--- config.mk ---
export PLATFORM = sky130hd
export DESIGN_NAME = alu_ctrl_stage
export DESIGN_NICKNAME = d
export VERILOG_FILES = /design/src/rtl/alu_ctrl_stage.sv
export SDC_FILE = /design/constraint.sdc
export NUM_CORES = 1
export LEC_CHECK = 0
export ABC_AREA = 1
export BUFFER_PORTS_ARGS = -buffer_cell sky130_fd_sc_hd__buf_4
export CORE_MARGIN = 5
export CORE_UTILIZATION = 35
export CTS_BUF_LIST = sky130_fd_sc_hd__clkbuf_2
export CTS_CLUSTER_DIAMETER = 200
export DETAILED_ROUTE_END_ITERATION = 10
export SETUP_SLACK_MARGIN = 0.15
export SYNTH_ARGS = -nofsm -noshare
export SYNTH_HDL_FRONTEND = slang
export SYNTH_SLANG_ARGS = --single-unit
--- constraint.sdc ---
create_clock -name clk -period 3 [get_ports clk]
set_input_delay 0.6 -clock clk [delete_from_list [all_inputs] [get_ports clk]]
set_output_delay 0.6 -clock clk [all_outputs]
set_load 0.05 [all_outputs]
--- src/rtl/alu_ctrl_stage.sv ---
// EX-stage ALU control decoder: registered {opcode,funct} decode with valid/ready handshake,
// synchronous flush and a countdown sequencer that stalls issue while MUL/DIV is in flight.
module alu_ctrl_stage #(
    parameter int OPC_W      = 4,
    parameter int FUNCT_W    = 6,
    parameter int OP_W       = 5,
    parameter int MUL_CYCLES = 4,
    parameter int DIV_CYCLES = 8
) (
    input  logic               clk,
    input  logic               rst_n,
    input  logic               flush,
    input  logic               in_valid,
    output logic               in_ready,
    input  logic [OPC_W-1:0]   opcode,
    input  logic [FUNCT_W-1:0] funct,
    output logic               out_valid,
    input  logic               out_ready,
    output logic [OP_W-1:0]    operation,
    output logic               mem_read,
    output logic               mem_write,
    output logic               mem_to_reg,
    output logic               illegal,
    output logic               busy
);

    localparam int MAX_CYC = (MUL_CYCLES > DIV_CYCLES) ? MUL_CYCLES : DIV_CYCLES;
    localparam int CNT_W   = $clog2(MAX_CYC + 1);

    localparam logic [CNT_W-1:0] MUL_LAT = CNT_W'(MUL_CYCLES);
    localparam logic [CNT_W-1:0] DIV_LAT = CNT_W'(DIV_CYCLES);

    localparam logic [OPC_W-1:0] OPC_RTYPE = OPC_W'(4'h2);
    localparam logic [OPC_W-1:0] OPC_3     = OPC_W'(4'h3);
    localparam logic [OPC_W-1:0] OPC_4     = OPC_W'(4'h4);
    localparam logic [OPC_W-1:0] OPC_5     = OPC_W'(4'h5);
    localparam logic [OPC_W-1:0] OPC_7     = OPC_W'(4'h7);
    localparam logic [OPC_W-1:0] OPC_B     = OPC_W'(4'hB);

    // Handshake: a transfer happens on a rising edge where valid and ready are both high.
    // Upstream: in_valid & in_ready registers the decode. Downstream: out_valid & out_ready
    // retires it; until then every output is held.
    typedef enum logic [1:0] {
        S_IDLE  = 2'd0,
        S_MULTI = 2'd1,
        S_FULL  = 2'd2
    } state_t;

    state_t            state, state_d;
    logic [CNT_W-1:0]  cnt, cnt_d;
    logic [OP_W-1:0]   op_q, op_d;
    logic              mr_q, mr_d;
    logic              mw_q, mw_d;
    logic              mtr_q, mtr_d;
    logic              ill_q, ill_d;

    logic [OP_W-1:0]   dec_op;
    logic              dec_mr, dec_mw, dec_mtr, dec_ill, dec_multi;
    logic [CNT_W-1:0]  dec_lat;
    logic              accept;

    always_comb begin
        dec_op    = '0;
        dec_mr    = 1'b0;
        dec_mw    = 1'b0;
        dec_mtr   = 1'b0;
        dec_ill   = 1'b0;
        dec_multi = 1'b0;
        dec_lat   = '0;
        case (opcode)
            OPC_B: dec_op = OP_W'(5'h01);
            OPC_4: dec_op = OP_W'(5'h03);
            OPC_5: dec_op = OP_W'(5'h04);
            OPC_7: dec_op = OP_W'(5'h05);
            OPC_3: dec_op = OP_W'(5'h02);
            OPC_RTYPE: begin
                case (funct)
                    FUNCT_W'(6'h20): dec_op = OP_W'(5'h03);
                    FUNCT_W'(6'h24): dec_op = OP_W'(5'h05);
                    FUNCT_W'(6'h25): dec_op = OP_W'(5'h02);
                    FUNCT_W'(6'h14): dec_op = OP_W'(5'h04);
                    FUNCT_W'(6'h08): dec_op = OP_W'(5'h0B);
                    FUNCT_W'(6'h21): begin
                        dec_op  = OP_W'(5'h03);
                        dec_mr  = 1'b1;
                        dec_mtr = 1'b1;
                    end
                    FUNCT_W'(6'h27): dec_op = OP_W'(5'h0A);
                    FUNCT_W'(6'h2A): dec_op = OP_W'(5'h08);
                    FUNCT_W'(6'h2B): dec_op = OP_W'(5'h09);
                    FUNCT_W'(6'h00): dec_op = OP_W'(5'h06);
                    FUNCT_W'(6'h02): dec_op = OP_W'(5'h07);
                    FUNCT_W'(6'h13): begin
                        dec_op = OP_W'(5'h03);
                        dec_mw = 1'b1;
                    end
                    FUNCT_W'(6'h18): begin
                        dec_op    = OP_W'(5'h0C);
                        dec_multi = 1'b1;
                        dec_lat   = MUL_LAT;
                    end
                    FUNCT_W'(6'h1A): begin
                        dec_op    = OP_W'(5'h0D);
                        dec_multi = 1'b1;
                        dec_lat   = DIV_LAT;
                    end
                    default: dec_ill = 1'b1;
                endcase
            end
            default: dec_ill = 1'b1;
        endcase
    end

    // Gated by rst_n so nothing is offered upstream while reset is asserted.
    assign in_ready = rst_n && !flush && ((state == S_IDLE) || ((state == S_FULL) && out_ready));
    assign accept   = in_valid && in_ready;

    always_comb begin
        state_d = state;
        cnt_d   = cnt;
        op_d    = op_q;
        mr_d    = mr_q;
        mw_d    = mw_q;
        mtr_d   = mtr_q;
        ill_d   = ill_q;
        if (flush) begin
            state_d = S_IDLE;
            cnt_d   = '0;
            op_d    = '0;
            mr_d    = 1'b0;
            mw_d    = 1'b0;
            mtr_d   = 1'b0;
            ill_d   = 1'b0;
        end else begin
            case (state)
                S_MULTI: begin
                    if (cnt <= CNT_W'(1)) begin
                        state_d = S_FULL;
                        cnt_d   = '0;
                    end else begin
                        cnt_d = cnt - CNT_W'(1);
                    end
                end
                S_FULL: begin
                    if (out_ready && !in_valid) begin
                        state_d = S_IDLE;
                    end
                end
                default: ;
            endcase
            // Accept is only possible from IDLE or a retiring FULL, so it overrides the above.
            if (accept) begin
                op_d  = dec_op;
                mr_d  = dec_mr;
                mw_d  = dec_mw;
                mtr_d = dec_mtr;
                ill_d = dec_ill;
                if (dec_multi && (dec_lat > CNT_W'(1))) begin
                    state_d = S_MULTI;
                    cnt_d   = dec_lat - CNT_W'(1);
                end else begin
                    state_d = S_FULL;
                    cnt_d   = '0;
                end
            end
        end
    end

    always_ff @(posedge clk or negedge rst_n) begin
        if (!rst_n) begin
            state <= S_IDLE;
            cnt   <= '0;
            op_q  <= '0;
            mr_q  <= 1'b0;
            mw_q  <= 1'b0;
            mtr_q <= 1'b0;
            ill_q <= 1'b0;
        end else begin
            state <= state_d;
            cnt   <= cnt_d;
            op_q  <= op_d;
            mr_q  <= mr_d;
            mw_q  <= mw_d;
            mtr_q <= mtr_d;
            ill_q <= ill_d;
        end
    end

    assign out_valid  = (state == S_FULL);
    assign busy       = (state == S_MULTI);
    assign operation  = op_q;
    assign mem_read   = mr_q  && out_valid;
    assign mem_write  = mw_q  && out_valid;
    assign mem_to_reg = mtr_q && out_valid;
    assign illegal    = ill_q && out_valid;

endmodule
# Yosys cells after proc, flatten, opt, wreduce, memory -nomap -nowiden
# Cells that the tools add are included.
[word_totals]
reg_bits = 14
in_bits = 15
output_inout_bits = 12
[classes]
add_sub_neg = 2
order_cmp = 2
eq_ne = 23
n_mux = 31
reduce_logical = 22
[ops]
columns = ["op", "n"]
rows = [
  ["4-bit one-hot mux with 12 select lines", 1],
  ["6-bit == test, second input constant", 7],
  ["6-bit by 5-bit == test with 1-bit output, second input constant", 4],
  ["4-bit 2-to-1 mux", 6],
  ["4-bit one-hot mux with 6 select lines", 1],
  ["14-bit OR reduction", 1],
  ["1-bit 2-to-1 mux", 13],
  ["4-bit by 3-bit == test with 1-bit output, second input constant", 3],
  ["2-bit 2-to-1 mux", 5],
  ["5-bit 2-to-1 mux", 2],
  ["1-bit logical AND", 9],
  ["4-bit by 2-bit == test with 1-bit output, second input constant", 2],
  ["4-bit by 2-bit != test with 1-bit output, second input constant", 2],
  ["4-bit one-hot mux with 2 select lines", 1],
  ["4-bit by 1-bit subtractor with 4-bit output, second input constant", 2],
  ["6-bit by 2-bit == test with 1-bit output, second input constant", 1],
  ["6-bit by 4-bit == test with 1-bit output, second input constant", 1],
  ["6-bit logical NOT", 1],
  ["5-bit OR reduction", 1],
  ["4-bit == test, second input constant", 1],
  ["4-bit by 1-bit > comparator with 1-bit output, second input constant", 1],
  ["4-bit by 1-bit less-or-equal comparator with 1-bit output, second input constant", 1],
  ["2-bit one-hot mux with 2 select lines", 1],
  ["4-bit nonzero test", 1],
  ["11 further kinds", 12],
]

# Logic depth before layout (Yosys ltp)
[depth]
ltp_word = 8
ltp_mapped = 12

# Least setup slack after synthesis
# Ideal clock, no wire load.
[synth_timing]
path_kind = "register -> output"
startpoint = "register state[0]"
endpoint = "output port mem_to_reg"
t_arrival_ns = 1.634
required_ns = 2.400
setup_slack_ns = 0.766
stages_incl_launch_ff = 5
path_cell_list = "dfrtp_1 > inv_1 > nand2_1 > nor2_1 > buf_4"
[synth_between]
elab_chain_len = 2
[synth_rtl]
columns = ["element", "line", "text"]
rows = [
  ["from (decl)", "49", "state_t state, state_d;"],
  ["from (signal assigned)", "179", "state <= state_d;"],
  ["2-bit == test", "189", "assign out_valid = (state == S_FULL);"],
  ["1-bit logical AND", "194", "assign mem_to_reg = mtr_q && out_valid;"],
  ["to (decl)", "22", "output logic mem_to_reg,"],
]
# Every way passes these cells.

# Worst setup path in the final report
[layout_timing]
startpoint = "input port rst_n"
endpoint = "output port in_ready"
[layout_between]
elab_chain_len = 2
[layout_rtl]
columns = ["element", "line", "text"]
rows = [
  ["from (decl)", "11", "input logic rst_n,"],
  ["1-bit logical AND (2 in a row)", "115", "assign in_ready = rst_n && !flush && ((state == S_IDLE) || ((state == S_FULL) && out_ready));"],
  ["to (decl)", "14", "output logic in_ready,"],
]
# Every way passes these cells.

==> results.py <==
metrics = {
    "setup_path": {
        "ff2ff_path_depth": 8,
        "cp_top_family": "buffers and inverters",
        "crit_chain": "buf_4, inv_1, nor2_4, nand3_1, inv_1, buf_4",
        "required_ns": 2.40,
        "worstPathArrival_ns": 1.32,
        "reg2reg_setup_slack_ns": 1.50,
        "critPathSlowestCell": "buf_4",
        "critPathBufInv": 4,
        "max_stage_delay_ns": 0.20,
        "timing.rr.start": "cnt[0]",
        "worstSetupEndpointType": "primary output",
        "path_max_fanout": 14,
        "worstSetupPathType": "in -> out",
        "startpoint_type": "input port",
        "r2r_end": "state[1]",
    },
    "timing": {
        "min_period_ns": 1.92,
        "setup_viol": 0,
        "rsz0062_at_grt": "no",
        "post-route-period-util": 0.639,
        "finalHoldViolCount": 0,
        "clock_skew_ns": 0.00262,
        "fmax_mhz": 522,
        "setup_ws_ns": 1.08,
        "final.setup.tns_ns": 0,
        "maxSlewViolCount": 0,
    },
    "synthesis": {
        "synth_fa_ha_area_frac": 0.0315,
        "synth_xor_area_frac": 0.0147,
        "synth_compound_area_frac": 0.0936,
        "synth_seq_cells": 13,
        "syn_area_per_cell_um2": 6.54,
        "synthDistinctLibCells": 28,
        "yosys_warnings": 0,
        "syn_area_um2": 1190,
        "synth_top_family_by_area": "simple AND/OR/NAND/NOR gates",
        "synth-seq-area-share": 0.273,
        "synthSimpleGateAreaFrac": 0.473,
        "synth.mux.area_fraction": 0,
        "synthCells": 182,
        "synth_nets": 200,
    },
    "drt": {
        "drc": 0,
        "num_vias": 1199,
        "first_pass_iters": 4,
        "antenna_left": 0,
        "wirelength_um": 2540,
        "wl_per_cell_um": 9.95,
        "drtIter0Drc": 38,
        "vias_per_cell": 4.70,
    },
    "power": {
        "ir_worst_vdd_uv": 130,
        "power_mw": 0.473,
        "netSwitchingFraction": 0.407,
        "power_frac_clock": 0.188,
        "p_sw_mw": 0.193,
        "power_frac_seq": 0.409,
        "p_leak_nw": 0.796,
        "p_int_mw": 0.281,
        "p_per_area_nw_per_um2": 329,
        "share_comb_of_total_power": 0.403,
    },
    "clocking": {
        "cts_tree": "done",
        "cts_max_level": 1,
        "cts_made_buffers": 3,
        "cts_resized": 0,
        "clk_pin_slew_ns": 0.12,
        "holdBufCountCts": 0,
        "cts_buffer_depth": 2,
        "cts.sinks": 13,
        "post-cts-setup-buffers": 0,
        "clk_latency_ns": 0.26,
        "cts_root_buf": "clkbuf_2",
    },
    "grt": {
        "antenna_found_initial": 0,
        "grt_pass1_vias": 1071,
        "grt_pass1_wl_um": 4380,
        "grt_max_degree": 15,
        "grt-ovfl-total": 0,
        "track_usage": 0.121,
    },
    "floorplanning": {
        "fp.dieH_um": 68.3,
        "fp-row-count": 21,
        "pin_count": 27,
        "dieArea_um2": 4670,
        "start_util": 0.359,
        "coreArea_um2": 3310,
        "die_x_um": 68.3,
    },
    "layout": {
        "nNetsFinal": 228,
        "drive_gt1_frac": 0.263,
        "final_common_cell": "nand2_1",
        "insertedDiodeCount": 0,
        "nFillCells": 374,
        "syn_to_final_growth_pct": 21.0,
        "mostFrequentLayoutCells": "nand2_1, inv_1, buf_4",
    },
    "place": {
        "pre_cts_slack_ns": 0.905,
        "io_buffers": 25,
        "routabilityCongestion": 0.804,
        "dp_hpwl_um": 2200,
    },
    "min_path": {
        "min_path_type": "in -> async",
    },
    "outcome": {
        "status": "completed",
    },
    "flow_run": {
        "maxCapViolCount": 0,
    },
}
-- stage by stage --
stage | utilization | std cells | instance area [um^2] | hold WS [ns]
finish | 0.435 | 255 | 1440 | 0.157
floorplan | - | 182 | 1190 | 0.304
CTS | 0.435 | 255 | 1440 | 0.146
global route | 0.435 | 255 | 1440 | 0.144
detailed placement | 0.429 | 251 | 1420 | 0.462
global placement | 0.429 | 251 | 1420 | 0.462
-- flip-flops by register name, indices dropped and copies added, names as in the netlist --
name	cells
state	2
mw_q	1
operation	4
ill_q	1
mtr_q	1
cnt	4
-- power groups by stage --
| stage | clock network (mW) | logic [mW] | registers (mW) |
|---|---|---|---|
| 3_5_place_dp | 0 | 0.192 | 0.197 |
| 3_3_place_gp | 0 | 0.192 | 0.198 |
| 6_report | 0.0890 | 0.191 | 0.194 |
| 5_1_grt | 0.101 | 0.213 | 0.195 |
| 4_1_cts | 0.0951 | 0.193 | 0.194 |
| 2_1_floorplan | 0 | 0.131 | 0.197 |
-- synthesized netlist by cell type (all sizes together) --
cell type / n / area share
nand2: 51 / 0.17
nor2: 33 / 0.14
inv: 31 / 0.098
nand3: 23 / 0.12
dfrtp: 13 / 0.27
o21ai: 9 / 0.038
ha: 3 / 0.032
nand4: 3 / 0.028
buf: 2 / 0.013
o22ai: 2 / 0.011
xnor2: 2 / 0.015
a21oi: 1 / 0.0074
conb: 1 / 0.0032
nor3: 1 / 0.0042
nor3b: 1 / 0.0063
o211ai: 1 / 0.0063
o21bai: 1 / 0.0063
o221ai: 1 / 0.0074
o31a: 1 / 0.0074
o31ai: 1 / 0.011
or2: 1 / 0.0074
-- final cells by class --
type,count,area (um^2),area share
multi-input combinational,136,733,0.509
clock buffer,4,20.0,0.0139
tap,46,57.6,0.0400
timing repair buffer,25,188,0.130
sequential,13,325,0.226
inverter,31,116,0.0808
-- how the worst max path moves through the flow --
| stage | slack (ns) | endpoint | depth (start not counted) | from |
|---|---|---|---|---|
| floorplan | 0.77 | mem_to_reg | 4 | state[0] |
| global placement | 0.96 | state[1] | 12 | opcode[2] |
| detailed placement | 0.90 | state[1] | 12 | opcode[2] |
| CTS | 1.05 | mem_to_reg | 4 | state[0] |
| global route | 0.96 | in_ready | 6 | rst_n |
| finish | 1.08 | in_ready | 6 | rst_n |
-- routing by layer --
layer / track usage / vias up / routed length, um
met5: 0 / - / 0
met4: 0.0447 / 0 / 41
met3: 0.0230 / 4 / 142
met2: 0.206 / 35 / 1170
met1: 0.152 / 530 / 1180
li1: - / 630 / -
-- cell families after synthesis --
logic type,Yosys count
AO/OA/AOI/OAI,17
XOR/XNOR,2
adder cells (fa/ha/maj),3
buffers and inverters,33
flip-flops,13
other,1
AND/OR/NAND/NOR,113
-- worst reg2reg max path: stages, from the launching register on --
cell	delay, ns
dfrtp_1	0.43
inv_1	0.06
ha_1	0.22
o21ai_0	0.29
nand3_2	0.15
nand2_1	0.10
nor2_2	0.05
nand3_1	0.06
nand2_1	0.05
(Power assumes the default switching activity.)
